`src/rtl/dispatch_queue_pkg.sv`:
```
// Shared dispatch types: renamed instruction layout, lane class and the classifier.
package common;

    localparam int DISP_WIDTH = 2;
    localparam int DISP_DEPTH = 8;

    typedef struct packed {
        logic is_branch;
        logic is_jump;
        logic is_jumpr;
        logic mem_read;
        logic mem_write;
    } control_type;

    typedef struct packed {
        logic [31:0] pc;
        logic [5:0]  prd;
        logic [4:0]  lrd;
        control_type control;
    } ir_is_type;

    typedef enum logic [0:0] {
        CLS_INT = 1'b0,
        CLS_MEM = 1'b1
    } disp_class_t;

    typedef struct packed {
        disp_class_t cls;
        logic        bj;
    } disp_cls_t;

    // Memory ops go to the mem ISQ; control-flow ops are int ops that also need a GHR checkpoint.
    function automatic disp_cls_t disp_classify(input control_type ctrl);
        disp_cls_t res;
        res.cls = (ctrl.mem_read | ctrl.mem_write) ? CLS_MEM : CLS_INT;
        res.bj  = (res.cls == CLS_INT) & (ctrl.is_branch | ctrl.is_jump | ctrl.is_jumpr);
        return res;
    endfunction

endpackage

```
`src/rtl/dispatch_queue_select.sv`:
```
// Combinational in-order prefix selector: dispatches the longest head prefix that fits all credits.
module dispatch_select
    import common::*;
#(
    parameter int WIDTH = DISP_WIDTH,
    parameter int CNT_W = $clog2(WIDTH + 1)
) (
    input  control_type [WIDTH-1:0] head_control,
    input  logic [WIDTH-1:0]        head_valid,
    input  logic [CNT_W-1:0]        rob_left,
    input  logic [CNT_W-1:0]        intisq_left,
    input  logic [CNT_W-1:0]        memisq_left,
    input  logic [CNT_W-1:0]        GHT_left,
    output logic [WIDTH-1:0]        out_valid_rob,
    output logic [WIDTH-1:0]        out_valid_intisq,
    output logic [WIDTH-1:0]        out_valid_memisq,
    output logic [WIDTH-1:0]        ghsr_req,
    output logic [CNT_W-1:0]        dispatch_count
);

    logic             chain_ok_s;
    logic [CNT_W-1:0] rob_cnt_s, int_cnt_s, mem_cnt_s, bj_cnt_s;
    logic [CNT_W-1:0] rob_nxt_s, int_nxt_s, mem_nxt_s, bj_nxt_s;
    disp_cls_t        cls_s;

    // Walk lanes oldest-first; the first lane that misses a credit stops everything behind it.
    always_comb begin
        chain_ok_s       = 1'b1;
        rob_cnt_s        = '0;
        int_cnt_s        = '0;
        mem_cnt_s        = '0;
        bj_cnt_s         = '0;
        rob_nxt_s        = '0;
        int_nxt_s        = '0;
        mem_nxt_s        = '0;
        bj_nxt_s         = '0;
        cls_s            = '0;
        out_valid_rob    = '0;
        out_valid_intisq = '0;
        out_valid_memisq = '0;
        ghsr_req         = '0;
        dispatch_count   = '0;
        for (int k = 0; k < WIDTH; k++) begin
            cls_s     = disp_classify(head_control[k]);
            rob_nxt_s = rob_cnt_s + CNT_W'(1);
            int_nxt_s = int_cnt_s + CNT_W'(cls_s.cls == CLS_INT);
            mem_nxt_s = mem_cnt_s + CNT_W'(cls_s.cls == CLS_MEM);
            bj_nxt_s  = bj_cnt_s + CNT_W'(cls_s.bj);
            if (chain_ok_s && head_valid[k] && (rob_nxt_s <= rob_left) &&
                (int_nxt_s <= intisq_left) && (mem_nxt_s <= memisq_left) &&
                (bj_nxt_s <= GHT_left)) begin
                out_valid_rob[k]    = 1'b1;
                out_valid_intisq[k] = (cls_s.cls == CLS_INT);
                out_valid_memisq[k] = (cls_s.cls == CLS_MEM);
                ghsr_req[k]         = cls_s.bj;
                rob_cnt_s           = rob_nxt_s;
                int_cnt_s           = int_nxt_s;
                mem_cnt_s           = mem_nxt_s;
                bj_cnt_s            = bj_nxt_s;
                dispatch_count      = rob_nxt_s;
            end else begin
                chain_ok_s = 1'b0;
            end
        end
    end

endmodule

```
`src/rtl/dispatch_queue.sv`:
```
// Buffered W-wide dispatch stage: compacting enqueue into a circular buffer, credit-limited in-order drain.
module dispatch_queue
    import common::*;
#(
    parameter int WIDTH = DISP_WIDTH,
    parameter int DEPTH = DISP_DEPTH,
    parameter int CNT_W = $clog2(WIDTH + 1)
) (
    input  logic                        clk,
    input  logic                        reset,
    input  logic                        flush_valid,
    input  logic [WIDTH-1:0]            in_valid,
    input  ir_is_type [WIDTH-1:0]       in_entry,
    output logic                        in_ready,
    input  logic [CNT_W-1:0]            rob_left,
    input  logic [CNT_W-1:0]            intisq_left,
    input  logic [CNT_W-1:0]            memisq_left,
    input  logic [CNT_W-1:0]            GHT_left,
    output ir_is_type [WIDTH-1:0]       out_entry,
    output logic [WIDTH-1:0]            out_valid_rob,
    output logic [WIDTH-1:0]            out_valid_intisq,
    output logic [WIDTH-1:0]            out_valid_memisq,
    output logic [WIDTH-1:0]            ghsr_req,
    output logic [CNT_W-1:0]            dispatch_count,
    output logic [$clog2(DEPTH+1)-1:0]  occupancy
);

    localparam int PTR_W = $clog2(DEPTH);
    localparam int OCC_W = $clog2(DEPTH + 1);

    ir_is_type                  mem_r [DEPTH];
    logic [PTR_W-1:0]           head_r, tail_r;
    logic [OCC_W-1:0]           occupancy_r;

    ir_is_type [WIDTH-1:0]      head_entry_s;
    control_type [WIDTH-1:0]    head_control_s;
    logic [WIDTH-1:0]           head_valid_s;
    logic [PTR_W-1:0]           slot_s [WIDTH];
    logic [CNT_W-1:0]           enq_cnt_s;
    logic                       in_ready_s;
    logic                       push_s;

    // Readiness looks only at registered occupancy so credits never reach in_ready.
    assign in_ready_s = (occupancy_r <= OCC_W'(DEPTH - WIDTH)) && !flush_valid;
    assign push_s     = in_ready_s && (|in_valid);
    assign in_ready   = in_ready_s;
    assign occupancy  = occupancy_r;
    assign out_entry  = head_entry_s;

    // Present the head window; flush masks every lane so nothing leaves that cycle.
    always_comb begin
        head_entry_s   = '0;
        head_control_s = '0;
        head_valid_s   = '0;
        for (int k = 0; k < WIDTH; k++) begin
            head_entry_s[k]   = mem_r[head_r + PTR_W'(k)];
            head_control_s[k] = head_entry_s[k].control;
            head_valid_s[k]   = (OCC_W'(k) < occupancy_r) && !flush_valid;
        end
    end

    // Compact valid lanes into consecutive tail slots.
    always_comb begin
        enq_cnt_s = '0;
        for (int k = 0; k < WIDTH; k++) begin
            slot_s[k] = tail_r + PTR_W'(enq_cnt_s);
            if (in_valid[k]) begin
                enq_cnt_s = enq_cnt_s + CNT_W'(1);
            end else begin
                enq_cnt_s = enq_cnt_s;
            end
        end
    end

    dispatch_select #(
        .WIDTH (WIDTH),
        .CNT_W (CNT_W)
    ) u_select (
        .head_control     (head_control_s),
        .head_valid       (head_valid_s),
        .rob_left         (rob_left),
        .intisq_left      (intisq_left),
        .memisq_left      (memisq_left),
        .GHT_left         (GHT_left),
        .out_valid_rob    (out_valid_rob),
        .out_valid_intisq (out_valid_intisq),
        .out_valid_memisq (out_valid_memisq),
        .ghsr_req         (ghsr_req),
        .dispatch_count   (dispatch_count)
    );

    // Entry storage; contents beyond occupancy are don't-care so no reset is needed.
    always_ff @(posedge clk) begin
        for (int k = 0; k < WIDTH; k++) begin
            if (push_s && in_valid[k]) begin
                mem_r[slot_s[k]] <= in_entry[k];
            end
        end
    end

    // Pointer and occupancy bookkeeping; reset and flush both empty the buffer.
    always_ff @(posedge clk) begin
        if (reset) begin
            head_r      <= '0;
            tail_r      <= '0;
            occupancy_r <= '0;
        end else if (flush_valid) begin
            head_r      <= '0;
            tail_r      <= '0;
            occupancy_r <= '0;
        end else begin
            head_r <= head_r + PTR_W'(dispatch_count);
            if (push_s) begin
                tail_r      <= tail_r + PTR_W'(enq_cnt_s);
                occupancy_r <= occupancy_r + OCC_W'(enq_cnt_s) - OCC_W'(dispatch_count);
            end else begin
                tail_r      <= tail_r;
                occupancy_r <= occupancy_r - OCC_W'(dispatch_count);
            end
        end
    end

endmodule

```
`config.mk`:
```
export PLATFORM = sky130hd
export DESIGN_NAME = dispatch_queue
export DESIGN_NICKNAME = d
export VERILOG_FILES = /design/src/rtl/dispatch_queue_pkg.sv /design/src/rtl/dispatch_queue_select.sv /design/src/rtl/dispatch_queue.sv
export SDC_FILE = /design/constraint.sdc
export NUM_CORES = 1
export LEC_CHECK = 0
export ABC_CLOCK_PERIOD_IN_PS = 9150
export CAP_MARGIN = 5
export CORE_AREA = 4 4 205 207
export CTS_BUF_LIST = sky130_fd_sc_hd__clkbuf_16
export DETAILED_ROUTE_END_ITERATION = 8
export DIE_AREA = 0 0 209 211
export GPL_TIMING_DRIVEN = 0
export MAX_ROUTING_LAYER = met4
export PLACE_DENSITY = 0.81
export RECOVER_POWER = 100
export REMOVE_ABC_BUFFERS = 1
export SLEW_MARGIN = 25
export SYNTH_ARGS = -nofsm -noshare
export SYNTH_HDL_FRONTEND = slang
export SYNTH_SLANG_ARGS = --single-unit
```
`constraint.sdc`:
```
create_clock -name clk -period 9.15 [get_ports clk]
set_clock_uncertainty 0.05 [all_clocks]
set_input_delay 1.83 -clock clk [delete_from_list [all_inputs] [get_ports clk]]
set_output_delay 1.83 -clock clk [all_outputs]
set_load 0.01 [all_outputs]
```
## Yosys cells after proc, flatten, opt, wreduce, memory -nomap -nowiden

Memories as Yosys holds them, arrays and structs flattened. A register that Yosys moved wholly into a read port is not among the register bits.
Cells that the tools add are included.

| operators by class | value |
|---|---|
| $add $sub $neg | 12 |
| $lt $le $gt $ge | 11 |
| bitwise operators | 10 |
| mux-type cells | 23 |
| reductions and logical operators | 18 |

Operators by type and width:

| kind | count |
|---|---|
| $mux W1 | 19 |
| $logic_and A1 B1 Y1 | 15 |
| $add A3 B2 Y3 | 3 |
| $le A2 B2 Y1 | 4 |
| $lt A1 B4 Y1 const A | 2 |
| $sub A4 B2 Y4 | 2 |
| $add A1 B1 Y2 | 3 |
| $le A1 B2 Y1 | 3 |
| $or A1 B1 Y1 | 6 |
| $add A4 B2 Y4 | 1 |
| $le A4 B3 Y1 const B | 1 |
| $mux W2 | 2 |
| $mux W4 | 1 |
| $reduce_or A2 Y1 | 2 |
| $add A3 B1 Y3 const B | 1 |
| $mux W3 | 1 |
| $add A1 B1 Y2 const B | 1 |
| $add A2 B1 Y2 const B | 1 |
| $and A1 B1 Y1 | 2 |
| $le A1 B2 Y1 const A | 1 |
| $not A1 Y1 | 2 |
| $logic_not A1 Y1 | 1 |

| word-level totals | value |
|---|---|
| memory bits (writable) | 384 |
| bits of input ports | 109 |
| register bits | 10 |
| output and inout bits | 111 |
| memories | 1 |
| word-level logic and storage cells | 78 |

Memories:

| name | depth | width | rd ports | clocked after Yosys merged registers in | wr ports | line | source |
|---|---|---|---|---|---|---|---|
| mem_r | 8 | 48 | 2 | 1 | 2 | dispatch_queue.sv:31 | `ir_is_type mem_r [DEPTH];` |

## Longest topological paths before layout

| depth | value |
|---|---|
| depth after elaboration | 17 |
| gate-level depth with buffers | 26 |
| depth with buffers taken out | 25 |

## By module

From an unflattened synthesis, not the netlist that was laid out.

| second synthesis, totals | value |
|---|---|
| cell total of the unflattened synthesis | 1337 |
| area, all modules | 23218.5 µm² |

Modules (own cells, without submodules):

| module | seq. area each (µm²) | area each (µm²) | cells each | times used |
|---|---|---|---|---|
| dispatch_queue | 11731.3 | 22803.1 | 1278 | 1 |
| dispatch_select | 0.0 | 415.4 | 59 | 1 |

## Least setup slack after synthesis

OpenSTA, ideal clock, no wires.

| path | value |
|---|---|
| kind | in2reg |
| start | input port flush_valid |
| end | memory mem_r[1][0] (netlist name), enable pin |
| data required time | 8.514 ns |
| setup time | 0.586 ns |
| path buffers | 1 |
| cell stages on the path | 5 |
| arrival | 7.605 ns |
| slack | 0.909 ns |
| path through | or2_1 a311oi_4 buf_6 nand2_1 o41ai_1 |

RTL lines:

| item | line | source |
|---|---|---|
| start, declared | dispatch_queue.sv:11 | `input logic flush_valid,` |
| end, declared | dispatch_queue.sv:31 |  |

==> run_results.csv <==
group,metric,value,unit
synthesis,synth_cell_types,47,
pwr,vdd_drop_max,140,uV
synthesis,syn_inst,1457,
cts,postCtsResizedCells,0,
finish,multi_input_area,0.0110,sq mm
placement,post-place-ws,1.23,ns
drt,vias_per_cell,6.50,
pwr,p_int,3180,uW
floorplanning,die_y,211,um
sta,finalCritPeriodShare,94.9,%
finish,fillCellCount,2822,
cts,cts.clk_slew.worst_paths,0.06,ns
finish,final_common_cell,"mux2_2",
cts,root_buffer,"clkbuf_16",
drt,avgRoutedWirePerCell,27.7,um
pwr,p_sw,953,uW
grt,antenna_found_initial,11,
cts,cts-htree-levels,2,
pwr,power_leakage,0.00912,uW
finish,final_cells,2296,
drt,firstDrtPassIters,5,
synthesis,ys_ff_latch,394,
sta,rsz0062_at_grt,"false",
worst_setup_path,cpPeakStageDelay,1.80,ns
floorplanning,start_util,57.9,%
grt,first_global_vias,15300,
worst_setup_path,endpoint_kind,"register",
worst_setup_path,critPathBufInv,8,
worst_setup_path,critPathArrivalTime,8.89,ns
synthesis,synth_edf_count,384,
cts,cts_hold_buf,0,
cts,clk_latency,0.57,ns
synthesis,ys_warn_count,0,
flow_run,cap_viol_max_count,11,
worst_setup_path,crit_fanout,22,
finish,layout.nets,1865,
cts,tritoncts,"built",
drt,route.detailed.drc,0,
floorplanning,io_pins,220,
floorplanning,die_area,0.0441,sq mm
sta,tightest_slew,3.12,ns
drt,vias,14900,
worst_setup_path,path_cells,"dlygate4sd3_1, inv_1, ha_1, a311oi_1, nand3_1, o41ai_1, clkbuf_1, clkbuf_1, clkbuf_1, clkbuf_1, buf_2, clkbuf_2",
cts,postCtsSetupBuffers,0,
grt,overflow,0,
worst_setup_path,crit_slowest_cell,"nand3_1",
sta,timing.final.ws_setup,0.468,ns
sta,hold_ws,0.574,ns
drt,dr.first_iter.drc_count,1748,
cts,cts_buffers,43,
synthesis,async_flop_share,0,%
cts,clkSinkCount,394,
pwr,swShare,23.0,%
grt,grt_max_degree,45,
floorplanning,fp.dieW,209,um
floorplanning,rows,74,
finish,final_cell_mix,"mux2_2 (423), edfxtp_1 (384), mux4_2 (193)",
grt,grt_pass1_wl,95600,um
finish,syn_to_final_growth,18.3,%
grt,grtUsageTotal,29.6,%
synthesis,synth_flop_cell,"edfxtp_1",
floorplanning,fp.coreArea,0.0404,sq mm
placement,place_inst,2208,
status,violations,"capacitance limit, slew limit",
sta,fin_setup_tns,0,ns
worst_setup_path,crit_path_start_kind,"input port",
worst_hold_path,holdCritPathClass,"reg -> reg",
pwr,clkPwrFrac,38.1,%
finish,ff_latch_area,0.0117,sq mm
worst_setup_path,cpLargestDelayFamily,"buffers and inverters",
finish,drive_gt1_share,39.6,%
drt,finalWirelength,63600,um
cts,clockBufferDepth,3,
sta,relSlewSlack,-108,%
pwr,p_seq_share,49.4,%
synthesis,synth.avg_cell_area,16.0,sq um
sta,setup_viol,0,
sta,final.min_clock_period,8.68,ns
placement,place_congestion,0.833,
sta,slew_violations,303,
worst_setup_path,critPathMostFrequentCell,"clkbuf_1",
worst_setup_path,crit_type,"in -> reg",
drt,ant_nets,0,
worst_setup_path,cp.required,9.36,ns
pwr,combPwrFrac,12.5,%
finish,final_util,68.5,%
status,outcome,"complete, but fails checks",
sta,fmax,0.115,GHz
synthesis,seq_area_frac_synth,50.2,%
pwr,powerDensity,150,mW/mm^2
placement,place.port_buffers,219,
sta,timing.final.hold_violations,0,
placement,dp_hpwl,43200,um
synthesis,syn_area,0.0234,sq mm
==> flip-flops by register name (all words and copies together), names as in the netlist <==
name,count
tail_r,3
mem_r,384
occupancy,4
head_r,3
==> metal layers <==
metal | up-vias | part of all wire (%) | GRT usage [%]
met3 | 107 | 9.5 | 6.62
met2 | 749 | 49 | 46.8
li1 | 6434 | - | -
met1 | 7636 | 39 | 40.2
met5 | - | 0 | -
met4 | 0 | 2.1 | 6.82
==> Yosys cell counts (2+ instances only) <==
library cell / n / area (sq um)
a21oi_1: 8 / 40.0
nand3_2: 2 / 20.0
nand4_1: 5 / 31.3
o41ai_1: 4 / 35.0
nand3_1: 2 / 10.0
inv_1: 31 / 116
xnor2_1: 5 / 43.8
edfxtp_1: 384 / 11500
buf_2: 44 / 220
mux2_1: 9 / 101
buf_1: 16 / 60.1
xor2_1: 2 / 17.5
and3_1: 3 / 18.8
a2111oi_0: 4 / 35.0
ha_1: 30 / 375
or3_1: 2 / 12.5
a41o_1: 2 / 20.0
mux2_2: 423 / 4760
dfxtp_1: 10 / 200
a211oi_1: 5 / 37.5
buf_4: 5 / 37.5
nor4_1: 4 / 25.0
nor2_1: 18 / 67.6
buf_6: 9 / 101
nor3_1: 14 / 70.1
nor2b_1: 6 / 37.5
o21ai_0: 6 / 30.0
fa_1: 5 / 100
or4_1: 2 / 15.0
o31ai_1: 2 / 15.0
mux4_2: 193 / 4350
nand2_1: 154 / 578
clkbuf_1: 34 / 128
==> layout make-up <==
type,count,share of cell area [%]
Tap cell,532,2.41
Clock buffer,45,4.07
Timing Repair Buffer,327,10.3
Antenna cell,11,0.0996
Clock inverter,32,0.462
Inverter,31,0.421
Sequential cell,394,42.5
Multi-Input combinational cell,924,39.7
==> cell families (layout without fill, tap and decap cells) <==
kind of cell	Yosys count	count (layout)	share of synthesized area (%)
AO/OA/AOI/OAI	37	37	1.20
XOR/XNOR	8	8	0.332
adder cells (fa/ha/maj)	35	35	2.03
buffers and inverters	139	435	2.84
flip-flops	394	394	50.2
multiplexers	625	625	39.4
other	0	11	0
AND/OR/NAND/NOR	219	219	3.99
==> worst reg2reg max path, cell delays in order (launching register included) <==
cell      delay (ns)
dfxtp_1         0.40
inv_1           0.08
ha_1            0.22
a311oi_1        1.67
nand3_1         1.81
o41ai_1         0.70
clkbuf_1        0.31
clkbuf_1        0.25
clkbuf_1        0.33
clkbuf_1        0.40
buf_2           0.31
clkbuf_2        0.23
==> final timing paths <==
check	end	slack [ns]	depth (start not counted)	start
worst min-delay path	tail_r[1]$_SDFFE_PP0P_	0.57	2	tail_r[1]$_SDFFE_PP0P_
worst max register to register	mem_r[2][16]$_DFFE_PP_	2.08	11	occupancy[3]$_SDFF_PP0_
worst min register to register	tail_r[1]$_SDFFE_PP0P_	0.57	2	tail_r[1]$_SDFFE_PP0P_
worst max-delay path	mem_r[2][16]$_DFFE_PP_	0.47	12	in_valid[0]
==> metrics by stage <==
stage          area, sq um  total power, uW
6_report             27600             4140
5_1_grt              27600             4270
4_1_cts              28400             4180
3_5_place_dp         27200             2620
3_3_place_gp         25700             2620
2_1_floorplan        22800             2390
==> power groups by stage <==
stage	sequential, uW	combinational [uW]	clock [uW]
5_1_grt	2040	557	1670
3_5_place_dp	2080	537	0
6_report	2040	517	1580
3_3_place_gp	2100	525	0
2_1_floorplan	2080	305	0
4_1_cts	2040	543	1590
Note: power is estimated with default switching activity, not from simulation.
